### src/rtl/pwrmgr_cdc_sync_ctrl.sv
// Fast-domain sequencer for the power manager configuration CDC path: batches sync
// requests, launches one sync pulse per batch, and acks each batch on done or timeout.
module pwrmgr_cdc_sync_ctrl #(
   parameter int NumReq        = 3,
   parameter int TimeoutCycles = 64
) (
   input  logic              clk_i,
   input  logic              rst_i,
   input  logic [NumReq-1:0] req_i,
   output logic [NumReq-1:0] ack_o,
   output logic              ack_err_o,
   output logic              busy_o,
   output logic              cfg_cdc_sync_o,
   input  logic              cdc_sync_done_i,
   output logic              timeout_o,
   output logic              spurious_o,
   input  logic              clr_err_i
);

   localparam int CntW = $clog2(TimeoutCycles + 1);
   localparam logic [CntW-1:0] CntLast = CntW'(TimeoutCycles - 1);

   typedef enum logic {
      ST_IDLE,
      ST_WAIT
   } state_e;

   state_e            state_q, state_d;
   logic [NumReq-1:0] pending_q, pending_d, pending_n;
   logic [NumReq-1:0] batch_q, batch_d;
   logic [CntW-1:0]   cnt_q, cnt_d;
   logic [NumReq-1:0] ack_q, ack_d;
   logic              ack_err_q, ack_err_d;
   logic              sync_q, sync_d;
   logic              timeout_q, timeout_d;
   logic              spurious_q, spurious_d;
   logic              launch;
   logic              timeout_set, spurious_set;

   assign pending_d = pending_q | req_i;

   always_comb begin
      state_d      = state_q;
      pending_n    = pending_d;
      batch_d      = batch_q;
      cnt_d        = cnt_q;
      ack_d        = '0;
      ack_err_d    = 1'b0;
      sync_d       = 1'b0;
      launch       = 1'b0;
      timeout_set  = 1'b0;
      spurious_set = 1'b0;
      case (state_q)
         ST_IDLE: begin
            spurious_set = cdc_sync_done_i;
            launch       = (pending_d != '0);
         end
         ST_WAIT: begin
            if (cnt_q != CntLast) cnt_d = cnt_q + CntW'(1);
            // Done takes priority over the timeout threshold in the same cycle.
            if (cdc_sync_done_i) begin
               ack_d   = batch_q;
               batch_d = '0;
               state_d = ST_IDLE;
               launch  = (pending_d != '0);
            end else if (cnt_q == CntLast) begin
               ack_d       = batch_q;
               ack_err_d   = 1'b1;
               timeout_set = 1'b1;
               batch_d     = '0;
               state_d     = ST_IDLE;
               launch      = (pending_d != '0);
            end
         end
         default: state_d = ST_IDLE;
      endcase
      // Requests collected up to and including the completion cycle form the next
      // batch, so its launch coincides with the ack of the previous one.
      if (launch) begin
         batch_d   = pending_d;
         pending_n = '0;
         sync_d    = 1'b1;
         cnt_d     = '0;
         state_d   = ST_WAIT;
      end
      timeout_d  = timeout_set  | (timeout_q  & ~clr_err_i);
      spurious_d = spurious_set | (spurious_q & ~clr_err_i);
   end

   always_ff @(posedge clk_i or posedge rst_i) begin
      if (rst_i) begin
         state_q    <= ST_IDLE;
         pending_q  <= '0;
         batch_q    <= '0;
         cnt_q      <= '0;
         ack_q      <= '0;
         ack_err_q  <= 1'b0;
         sync_q     <= 1'b0;
         timeout_q  <= 1'b0;
         spurious_q <= 1'b0;
      end else begin
         state_q    <= state_d;
         pending_q  <= pending_n;
         batch_q    <= batch_d;
         cnt_q      <= cnt_d;
         ack_q      <= ack_d;
         ack_err_q  <= ack_err_d;
         sync_q     <= sync_d;
         timeout_q  <= timeout_d;
         spurious_q <= spurious_d;
      end
   end

   assign ack_o          = ack_q;
   assign ack_err_o      = ack_err_q;
   assign busy_o         = (state_q == ST_WAIT);
   assign cfg_cdc_sync_o = sync_q;
   assign timeout_o      = timeout_q;
   assign spurious_o     = spurious_q;

endmodule

### config.mk
export PLATFORM = sky130hd
export DESIGN_NAME = pwrmgr_cdc_sync_ctrl
export DESIGN_NICKNAME = d
export VERILOG_FILES = /design/src/rtl/pwrmgr_cdc_sync_ctrl.sv
export SDC_FILE = /design/constraint.sdc
export NUM_CORES = 1
export LEC_CHECK = 0
export BUFFER_PORTS_ARGS = -buffer_cell sky130_fd_sc_hd__buf_2
export CORE_MARGIN = 2
export CORE_UTILIZATION = 30
export CTS_CLUSTER_SIZE = 8
export DETAILED_ROUTE_END_ITERATION = 16
export GPL_TIMING_DRIVEN = 0
export SKIP_LAST_GASP = 1
export SLEW_MARGIN = 20
export SYNTH_ARGS = -nofsm -noshare
export SYNTH_HDL_FRONTEND = slang
export SYNTH_SLANG_ARGS = --single-unit
### constraint.sdc
create_clock -name clk_i -period 4.8 [get_ports clk_i]
set_input_delay 0.24 -clock clk_i [delete_from_list [all_inputs] [get_ports clk_i]]
set_output_delay 0.24 -clock clk_i [all_outputs]
set_load 0.005 [all_outputs]
==> impl_metrics.yaml, run 1 <==
run_status:
  status: "finished, final reports clean"
run:
  drv_cap: 0
final_layout:
  drive_gt1_share_pct: 26.17
  final_cell_area_um2: 1099
  nets: 116
  syn2layout_area_growth_pct: 16.14
  diodes: 0
timing:
  skew_ns: 0.002741
  slew_viol_final: 0
  rsz0062_at_grt: "no"
  finalHoldViolCount: 0
  worstMarginPinSlew_ns: 0.7691
  tns_ns: 0
  fmax_mhz: 590.0
  setup_viol: 0
  max_slew_margin_pct: 48.67
  period_share_pct: 35.31
  period_needed_ns: 1.695
power:
  p_int_w: 0.0002328
  power_switching_share_pct: 25.80
  p_seq_share_pct: 61.3
  ir_drop_v: 0.00008539
  power_w: 0.0003137
  switching_power_w: 0.00008094
  combPwrFrac_pct: 10.9
  p_leak_nw: 0.5071
  power_frac_clock_pct: 27.8
  pwr_density_cell_nw_per_um2: 285.6
clock_tree:
  post_cts_buffers: 0
  clock-sinks: 21
  cts_hold_buf: 0
  htreeDepth: 1
  cts_resized: 0
  max-clock-path-buffers: 2
  cts_inserted_buffers: 3
  clk_latency_ns: 0.31
  clk_pin_slew_ns: 0.12
  cts_tree: "built"
  root_buffer: "clkbuf_4"
floorplanning:
  core-area_um2: 3028
  start_util_pct: 31.24
  num_rows: 20
  die_x_um: 60.15
  dieArea_um2: 3618
  die_y_um: 60.15
  ios: 15
critical_path:
  regToRegStartpoint: "cnt_q[0]"
  worstPathRequired_ns: 5.05
  r2r_setup_slack_ns: 3.11
  arrival_ns: 1.94
  max_stage_delay_ns: 0.48
  rr_worst_depth: 5
  crit_chain: "ha_1 > nand4_4 > o21ai_4 > or4_1 > a21oi_1"
  critPathLaunchType: "flop"
  critPathBufInv: 0
  worstPathMaxFanout: 10
  worstSetupEndpointType: "flop"
  cp_top_family: "simple AND/OR/NAND/NOR gates"
  r2r_end: "cnt_q[5]"
  critPathKind: "reg2reg"
  critPathSlowestCell: "or4_1"
yosys:
  synth_edf_count: 0
  yosys.area.top_type: "dfrtp_1"
  synthesis.area_um2: 945.9
  synthSimpleGateAreaFrac_pct: 20.50
  synth_common_cells: "21 x dfrtp_1, 12 x nor2_1, 7 x a21oi_1"
  synthMostInstantiatedCell: "dfrtp_1"
  synth-warning-count: 0
  synthDistinctLibCells: 31
  synth-compound-area-share_pct: 17.72
  synthCells: 89
  synth_async_sr_flop_share_pct: 100.0
  synth_top_family_by_area: "simple AND/OR/NAND/NOR gates"
  synth-seq-area-share_pct: 55.56
  synth_area_leaders: "dfrtp_1 56%, nor2_1 4.8%, a21oi_1 3.7%"
  netlist.area_leader.share_pct: 55.56
  synthXorXnorAreaFrac_pct: 0
  synth_ff_type: "dfrtp_1"
  syn-num-nets: 97
  synth_seq_cells: 21
  synth_fa_ha_area_share_pct: 1.323
  postSynthAreaPerCell_um2: 10.63
  synth_mux_area_share_pct: 0
place:
  port_buffers: 14
  globalplace.congestion: 0.7978
  dpl.hpwl_um: 1270
  place_area_um2: 1071
global_routing:
  grt_pass1_vias: 731
  gr-usage-all-layers_pct: 12.47
  antenna_found_initial: 0
  grt_pass1_wl_um: 3332
  grt.overflow.total: 0
  grt_max_degree: 22
routing:
  dr_total_vias: 704
  drc: 0
  drt-vias-per-instance: 4.662
  wl_um: 1765
  first_iter_violations: 16
  wl_per_cell_um: 11.69
  drt_pass1_iterations: 4
  ant_nets: 0
hold_path:
  hp-class: "in2async"
-- routing by layer --
| metal | track usage, % | vias up | part of all wire (%) |
|---|---|---|---|
| li1 | - | 351 | - |
| met1 | 18.10 | 332 | 52 |
| met2 | 17.24 | 16 | 41 |
| met3 | 1.948 | 5 | 3.3 |
| met4 | 7.302 | 0 | 2.7 |
| met5 | 0 | - | 0 |
-- stage by stage --
stage / setup WS (ns) / hold WS (ns) / cells / utilization, %
after detailed placement: 3.136 / 0.4385 / 147 / 35.37
after floorplan: 3.239 / 0.2165 / 89 / -
after CTS: 3.099 / 0.08498 / 151 / 36.28
after global routing: 2.944 / 0.1090 / 151 / 36.28
after global placement: 3.153 / 0.4295 / 147 / 35.37
final: 3.105 / 0.04627 / 151 / 36.28
-- layout make-up --
cell class / instances / area [µm²]
fill: 321 / 1929
sequential: 21 / 525.5
multi-input combinational: 60 / 374.1
timing repair buffer: 14 / 70.07
tap: 44 / 55.05
buffer: 3 / 27.53
clock buffer: 3 / 22.52
inverter: 5 / 18.77
clock inverter: 1 / 5.005
-- kinds of logic after synthesis --
group | count (synthesis)
AO/OA/AOI/OAI | 24
AND/OR/NAND/NOR | 35
buffers and inverters | 8
flip-flops | 21
adder cells (fa/ha/maj) | 1
-- worst reg2reg max path, stage by stage, from the launching register on --
cell     delay (ns)
dfrtp_1        0.44
ha_1           0.29
nand4_4        0.15
o21ai_4        0.11
or4_1          0.48
a21oi_1        0.16
-- layout by cell type, fill, tap and decap left out --
master	instances
dfrtp_1	21
buf_2	14
nor2_1	12
a21oi_1	7
nand2_1	6
inv_1	5
o21ai_0	4
nand3_1	3
nor2b_1	3
and2_1	3
clkbuf_4	3
buf_6	2
o2bb2ai_1	2
o22ai_1	2
nand2b_1	1
nand4_4	1
nand2b_2	1
o21ai_2	1
and4_2	1
a21o_1	1
o2111ai_1	1
and3_1	1
clkbuf_2	1
o21ai_4	1
a22oi_1	1
o31ai_1	1
or4_1	1
a211oi_1	1
a31o_2	1
a32o_1	1
nor4_1	1
or3_2	1
ha_1	1
clkinv_2	1
-- how the worst max path moves through the flow --
stage	from	cells past startpoint	slack (ns)	endpoint
2_1_floorplan	cnt_q[0]	5	3.24	cnt_q[5]
3_3_place_gp	cnt_q[0]	5	3.15	cnt_q[5]
3_5_place_dp	cnt_q[0]	5	3.14	cnt_q[5]
4_1_cts	cnt_q[0]	5	3.10	cnt_q[5]
5_1_grt	cnt_q[0]	5	2.94	batch_q[2]
6_report	cnt_q[0]	5	3.11	cnt_q[5]
-- power groups by stage --
stage                Clock, W  Combinational, W  Sequential, W
global placement            0         0.0000345       0.000196
detailed placement          0         0.0000349       0.000196
floorplan                   0         0.0000234       0.000195
finish              0.0000872         0.0000341       0.000192
global route        0.0000972         0.0000406       0.000194
CTS                 0.0000906         0.0000351       0.000193
-- sequential cells by signal, indices dropped and copies added (netlist names) --
register / cells
busy_o: 1
batch_q: 3
cfg_cdc_sync_o: 1
pending_q: 3
ack_o: 3
spurious_o: 1
ack_err_o: 1
cnt_q: 7
timeout_o: 1
Power figures use the tool's default switching activity.
==> inputs of run 2 (changes only) <==
Clock period 4.8 ns to 1.4 ns, I/O delays scaled along.
==> impl_metrics.yaml, run 2 (synthesized netlist as in run 1, its figures left out) <==
power:
  power_frac_clock_pct: 25.2
  p_int_w: 0.0008383
  ir_drop_v: 0.0002717
  combPwrFrac_pct: 15.6
  p_leak_nw: 0.5609
  pwr_density_cell_nw_per_um2: 879.4
  p_seq_share_pct: 59.2
  switching_power_w: 0.0002807
  power_switching_share_pct: 25.09
hold_path:
  hold_start: "req_i[0]"
  min_to: "pending_q[0]"
  hp-class: "in2reg"
  holdPathStages: 3
final_layout:
  largest_reg_flops: 7
  largest_register: "cnt_q"
  diodes: 0
  final_cell_mix: "21 x dfrtp_1, 15 x buf_2, 9 x nor2_1"
  nets: 126
  drive_gt1_share_pct: 40.17
  syn2layout_area_growth_pct: 34.52
  layout_commonest_cell: "dfrtp_1"
floorplanning:
  die_y_um: 60.15
  die_x_um: 60.15
  start_util_pct: 31.24
  core-area_um2: 3028
  ios: 15
  dieArea_um2: 3618
  num_rows: 20
run:
  drv_cap: 0
routing:
  dr_total_vias: 768
  wl_per_cell_um: 12.25
  drc: 0
  drt-vias-per-instance: 4.770
  ant_nets: 0
  wl_um: 1973
  first_iter_violations: 18
  drt_pass1_iterations: 4
timing:
  skew_ns: 0.006098
  fmax_mhz: 691.2
  tns_ns: -0.04675
  setup_viol: 1
  worstMarginPinSlew_ns: 0.7955
  period_share_pct: 103.3
  slew_viol_final: 0
  finalHoldViolCount: 0
  period_needed_ns: 1.447
  worst_slack_ns: -0.04675
  whs_ns: 0.03771
  max_slew_margin_pct: 46.91
  rsz0062_at_grt: "yes"
critical_path:
  r2r_setup_slack_ns: -0.05
  critPathLaunchType: "flop"
  worstPathMaxFanout: 5
  r2r_end: "cnt_q[5]"
  critPathKind: "reg2reg"
  regToRegStartpoint: "cnt_q[0]"
  worstSetupEndpointType: "flop"
  arrival_ns: 1.68
  rr_worst_depth: 5
  worstPathRequired_ns: 1.63
global_routing:
  antenna_found_initial: 0
  grt_pass1_vias: 735
  grt_pass1_wl_um: 3367
  grt_max_degree: 22
  gr-usage-all-layers_pct: 12.89
  grt.overflow.total: 0
place:
  globalplace.congestion: 0.8264
  preCtsSetupSlack_ns: -0.1525
  port_buffers: 14
  dpl.hpwl_um: 1265
clock_tree:
  root_buffer: "clkbuf_4"
  clk_pin_slew_ns: 0.11
  cts_inserted_buffers: 3
  cts_tree: "built"
  max-clock-path-buffers: 2
  clk_latency_ns: 0.29
  htreeDepth: 1
  clock-sinks: 21
run_status:
  violations: "setup timing"
  status: "finished with violations"
-- run 2: cell count changes in the layout (fill, tap and decap cells not counted), moves of 2 or more --
cell           delta
dlygate4sd3_1     +2
a21oi_2           +3
nor2_2            +2
buf_4             +7
o21ai_4           +2
o21ai_0           -2
nor2_1            -3
a21oi_1           -4
-- run 2: per-stage QoR --
step                utilization, %  cells  total power (W)  area [µm²]
finish                       42.02    161         0.001119        1272
global route                 42.02    161         0.001188        1272
CTS                          39.79    157         0.001111        1205
detailed placement           35.91    147        0.0008004        1087
global placement             35.91    147        0.0007966        1087
floorplan                        -     89        0.0007575       962.2
-- run 2: how the worst max path moves through the flow --
| stage | startpoint | to | slack [ns] | cells past startpoint |
|---|---|---|---|---|
| 5_1_grt | cnt_q[1] | cnt_q[5] | -0.09 | 5 |
| 3_3_place_gp | cnt_q[0] | batch_q[2] | -0.14 | 5 |
| 3_5_place_dp | cnt_q[0] | batch_q[2] | -0.15 | 5 |
| 4_1_cts | cnt_q[0] | cnt_q[5] | -0.03 | 5 |
| 6_report | cnt_q[0] | cnt_q[5] | -0.05 | 5 |
| 2_1_floorplan | cnt_q[0] | batch_q[2] | 0.02 | 5 |
-- run 2: layer usage --
metal	wire (µm)	track usage, %
met1	933	16.31
met2	940	19.72
met3	56	2.814
met4	43	8.254
met5	0	0
-- run 2: power groups by stage --
| stage | Combinational, W | Sequential (W) | Clock (W) |
|---|---|---|---|
| after floorplan | 0.0000841 | 0.000673 | 0 |
| after global placement | 0.000122 | 0.000675 | 0 |
| after detailed placement | 0.000124 | 0.000676 | 0 |
| after CTS | 0.000153 | 0.000660 | 0.000297 |
| after global routing | 0.000197 | 0.000666 | 0.000325 |
| final | 0.000174 | 0.000662 | 0.000282 |
-- run 2: critical path, stage by stage, from the launching register on --
cell and delay (ns):
dfrtp_1 0.43, ha_4 0.19, nand4_4 0.15, o21ai_4 0.08, or4_4 0.42, a21oi_2 0.12
-- run 2: final cells by class --
type | instances | area [µm²]
Timing Repair Buffer | 23 | 142.6
Inverter | 5 | 18.77
Sequential cell | 21 | 525.5
Fill cell | 309 | 1755
Buffer | 3 | 27.53
Tap cell | 44 | 55.05
Multi-Input combinational cell | 61 | 476.7
Clock buffer | 4 | 26.28
-- run 2: timing repair --
action / CTS / global route
hold buffers: 2 / 0
gates resized for setup: 9 / 11
pin swaps: 7 / 11
buffers inserted: 3 / 4
cloned: 1 / 0
hold endpoints to repair: 23 / 0
setup endpoints to repair: 12 / 12
